==> src/rtl/dht11_us_tick.sv <==
// dht11_us_tick: microsecond prescaler, restartable so every phase begins on a whole-us boundary
module dht11_us_tick #(
  parameter int CLK_PER_US = 100
) (
  input  logic clk,
  input  logic rst,
  input  logic clr_i,
  output logic tick_o
);
  localparam int W = $clog2(CLK_PER_US) > 0 ? $clog2(CLK_PER_US) : 1;
  logic [W-1:0] cnt_q;
  assign tick_o = cnt_q == W'(CLK_PER_US - 1);
  // count clocks, restarting on wrap or on a state change
  always_ff @(posedge clk)
    cnt_q <= (rst || clr_i || tick_o) ? '0 : cnt_q + 1'b1;
endmodule

==> config.mk <==
export PLATFORM = sky130hd
export DESIGN_NAME = dht11_us_tick
export DESIGN_NICKNAME = d
export VERILOG_FILES = /design/src/rtl/dht11_us_tick.sv
export SDC_FILE = /design/constraint.sdc
export NUM_CORES = 1
export LEC_CHECK = 0
export CAP_MARGIN = 20
export CORE_AREA = 2 2 39 41
export DETAILED_ROUTE_END_ITERATION = 8
export DIE_AREA = 0 0 41 43
export MAX_ROUTING_LAYER = met4
export SLEW_MARGIN = 20
export SYNTH_ARGS = -nofsm -noshare
export SYNTH_HDL_FRONTEND = slang
export SYNTH_SLANG_ARGS = --single-unit
==> constraint.sdc <==
create_clock -name clk -period 1.8 [get_ports clk]
set_input_delay 0.36 -clock clk [delete_from_list [all_inputs] [get_ports clk]]
set_output_delay 0.36 -clock clk [all_outputs]
set_load 0.03 [all_outputs]
-- After elaboration in Yosys (flattened, before gate mapping)
Cells that the tools add are included.
- add/sub/neg operators: 1
- eq/ne operators: 1
- reduce and logical (&&, ||, !) cells: 2
- operators with widths (operator ; number):
    7-bit by 1-bit adder with 7-bit output, second input constant ; 1
    7-bit equality test, second input constant ; 1
    1-bit logical OR ; 2
- register bits after elaboration: 7
- output and inout port bits: 1

-- Depth between registers and ports, before layout
Gate-level depths: netlist of the first run.
- word-level depth: 2
- mapped depth: 4

-- Worst setup path after synthesis of the first run
OpenSTA, ideal clock, no wires.
- path kind: reg-to-output
- from: register cnt_q[0]
- to: output port tick_o
- data arrival time: 1.058 ns
- setup slack: 0.382 ns
- cell stages (with the launch flop): 4
- cell sequence: dfxtp_1 ha_1 nand2b_1 nor2_1
- longest elaborated chain between the ends: 1
- RTL lines (element ; RTL line ; text):
    start, declared ; 11 ; logic [W-1:0] cnt_q;
    start signal, assigned ; 15 ; cnt_q <= (rst || clr_i || tick_o) ? '0 : cnt_q + 1'b1;
    7-bit equality test ; 12 ; assign tick_o = cnt_q == W'(CLK_PER_US - 1);
    end, declared ; 8 ; output logic tick_o
Every way passes these cells.

-- Final worst setup path of the first run
Ends and elaborated chain as after synthesis.

==> out/metrics.csv, run 1 <==
metric,value,unit
Flop pwr share,0.495,
TNS Setup,0,ps
worst flop-to-flop path endpoint,cnt_q[4]$_SDFF_PP0_,
max cap viols,0,
GR Util met1,0.07792,
RSZ-0062 raised after global routing,no,
# setup viols final,0,
Top reg by flops,cnt_q,
cell count after placement,53,
global-route wire length before repair,855,um
clk sinks,7,
"Net Count, Synth",39,
clock skew,3.581,ps
Final Hold Viols,0,
Worst R2R Path Depth,4,
max reg flops,7,
chip height,43,um
reg2reg setup slack,610,ps
layout cells sized above 1,0.1463,
Clock power frac,0.471,
status,finished clean,
crit start category,flip-flop,
Largest regs,cnt_q: 7 flops,
drt first pass iters,2,
Routed Antenna Nets,0,
M2 GR Usage,0.1031,
worst flop-to-flop path startpoint,cnt_q[0]$_SDFF_PP0_,
root buf cell,clkbuf_4,
Die Area,1763,um^2
hpwl dp,382.8,um
library cells used by synthesis,15,
#FFs+latches synth,7,
final cell count without fillers,57,
Setup Slack @ Placement,492.9,ps
routed vias/inst,4.263,
# port buffers,3,
synthesized area,307.8,um^2
largest net degree at the start of global routing,8,
critical path peak fanout,5,
Power Density,845.6,nW/um^2
CP max stage delay,400,ps
Syn. warnings,0,
Final nets,47,
final setup margin,222.4,ps
Tcrit/Tclk final,0.8765,
gpl congestion,0.7351,
kind of critical path,reg -> out,
FILL cells,144,
clk buf depth,2,
Sw Ratio,0.2302,
final wirelength,510,um
switching power,0.07427,mW
crit-path cells,"ha_1, nand2b_1, nor2_1, buf_4",
global route overflow,0,
GR Util All Layers,0.08050,
Initial DRC Count,1,
DIE WIDTH,41,um
Mapped Cells,34,
fin. max-slew vios,0,
Slew @ Worst Pin,298.7,ps
Hold Buf Count CTS,0,
"Reg clk slew, reported paths",60,ps
initial antenna violation count,0,
post-synthesis sequential area ratio,0.4553,
peak supply drop,0.2768,mV
Clock Latency Late Sink,260,ps
CP Capture Point,tick_o,
Initial Util,0.2224,
IO Pins,4,
post-DR wirelength/cell,8.947,um
post-CTS sizing,0,
internal cell power,0.2484,mW
ant diodes,0,
crit path capture type,primary output,
LEAKAGE,0.1331,nW
vias in the first global route,240,
WHS,483.0,ps
TritonCTS Buffers,3,
Residual DRC,0,
"Core Util, Final",0.2758,
"Max stage delay cell, worst path",dfxtp_1,
Vias,243,
Worst EP arrival,1220,ps
slew margin rel.,0.8008,
Critical Path RT,1440,ps
CTS H-Tree Depth,1,
met3 GRT Util,0.03141,
Cell Rows,14,
CP startpoint,cnt_q[0]$_SDFF_PP0_,
CTS tree,yes,
Syn Area/Cell,9.053,um^2
Comb pwr share,0.034,
total core area,1384,um^2
fmax,633.9,MHz
Syn-to-layout area delta,23.98,%
most used routing layer,met2,
setup bufs post-CTS,0,
worst hold path type,reg -> reg,
Final min period,1578,ps
[area by class of cell]
| type | count | area (um^2) | area share |
|---|---|---|---|
| inverter | 1 | 3.754 | 0.009836 |
| tap | 16 | 20.02 | 0.05246 |
| timing repair buffer | 3 | 27.53 | 0.07213 |
| multi-input combinational | 26 | 163.9 | 0.4295 |
| sequential | 7 | 140.1 | 0.3672 |
| clock buffer | 4 | 26.28 | 0.06885 |
[cell families after synthesis]
logic type                 after synthesis  synth area share
adders and majority gates                2           0.08129
xor gates and xnor gates                 2           0.05692
AOI/OAI and AO/OA                        6            0.1097
and+or+nand+nor                         16            0.2846
buffers and inverters                    1           0.01218
DFF                                      7            0.4553
[power by group through the flow]
stage | sequential, mW | clock (mW) | combinational (mW)
2_1_floorplan | 0.163 | 0 | 0.00575
3_3_place_gp | 0.163 | 0 | 0.0114
3_5_place_dp | 0.163 | 0 | 0.0113
4_1_cts | 0.160 | 0.153 | 0.0113
5_1_grt | 0.160 | 0.162 | 0.0128
6_report | 0.160 | 0.152 | 0.0110
[how the worst min path moves through the flow]
| stage | from | end | cells after the start |
|---|---|---|---|
| global route | cnt_q[6]$_SDFF_PP0_ | cnt_q[6]$_SDFF_PP0_ | 2 |
| global placement | cnt_q[0]$_SDFF_PP0_ | cnt_q[0]$_SDFF_PP0_ | 1 |
| CTS | cnt_q[0]$_SDFF_PP0_ | cnt_q[0]$_SDFF_PP0_ | 1 |
| detailed placement | cnt_q[0]$_SDFF_PP0_ | cnt_q[0]$_SDFF_PP0_ | 1 |
| floorplan | cnt_q[0]$_SDFF_PP0_ | cnt_q[0]$_SDFF_PP0_ | 1 |
| finish | cnt_q[0]$_SDFF_PP0_ | cnt_q[0]$_SDFF_PP0_ | 1 |
[through the flow]
stage               total power, mW  cell area [um^2]
floorplan                    0.1683             307.8
global placement             0.1745             355.3
detailed placement           0.1744             355.3
CTS                          0.3237             381.6
global route                 0.3350             381.6
finish                       0.3227             381.6
[cell usage in the layout (no fill, tap or decap), types with 2 or more instances in the layout]
cell type	synthesis	final
ha_1	2	2
xor2_1	2	2
clkbuf_4	0	3
dfxtp_1	7	7
a21oi_1	3	3
o21ai_0	2	2
nor2_1	6	6
nand2_1	2	2
nand3_1	2	2
clkdlybuf4s50_1	0	2
or3_1	2	2
[synthesized netlist by cell type, drive strengths merged]
master   count  area, um^2
inv          1       3.750
dfxtp        7       140.1
nand3        3       20.02
ha           2       25.02
or3          2       12.51
nand4bb      1       11.26
or2b         1       7.510
nand2        2       7.510
nand2b       1       6.260
a21oi        3       15.01
nor2         6       22.52
xor2         2       17.52
o21ai        3       18.77
[per-layer routing]
| metal | share of wire | up-vias |
|---|---|---|
| met4 | 0.045 | 0 |
| met1 | 0.49 | 104 |
| met3 | 0.063 | 4 |
| met2 | 0.40 | 5 |
| li1 | - | 130 |
| met5 | 0 | - |
[critical path: cells and delay by family (launching register included)]
family        cells  cell delay [ps]
simple gates      2              200
fa+ha+maj         1              190
flops             1              400
buf+inv           1              160
Note: power is estimated with default switching activity, not from simulation.
==> run 2, diff against run 1 <==
- CTS_CLUSTER_SIZE: unset -> 25
- TNS_END_PERCENT: unset -> 100
==> results of run 2 <==
Same layout as run 1: the final DEF is identical, and so are final timing and power.
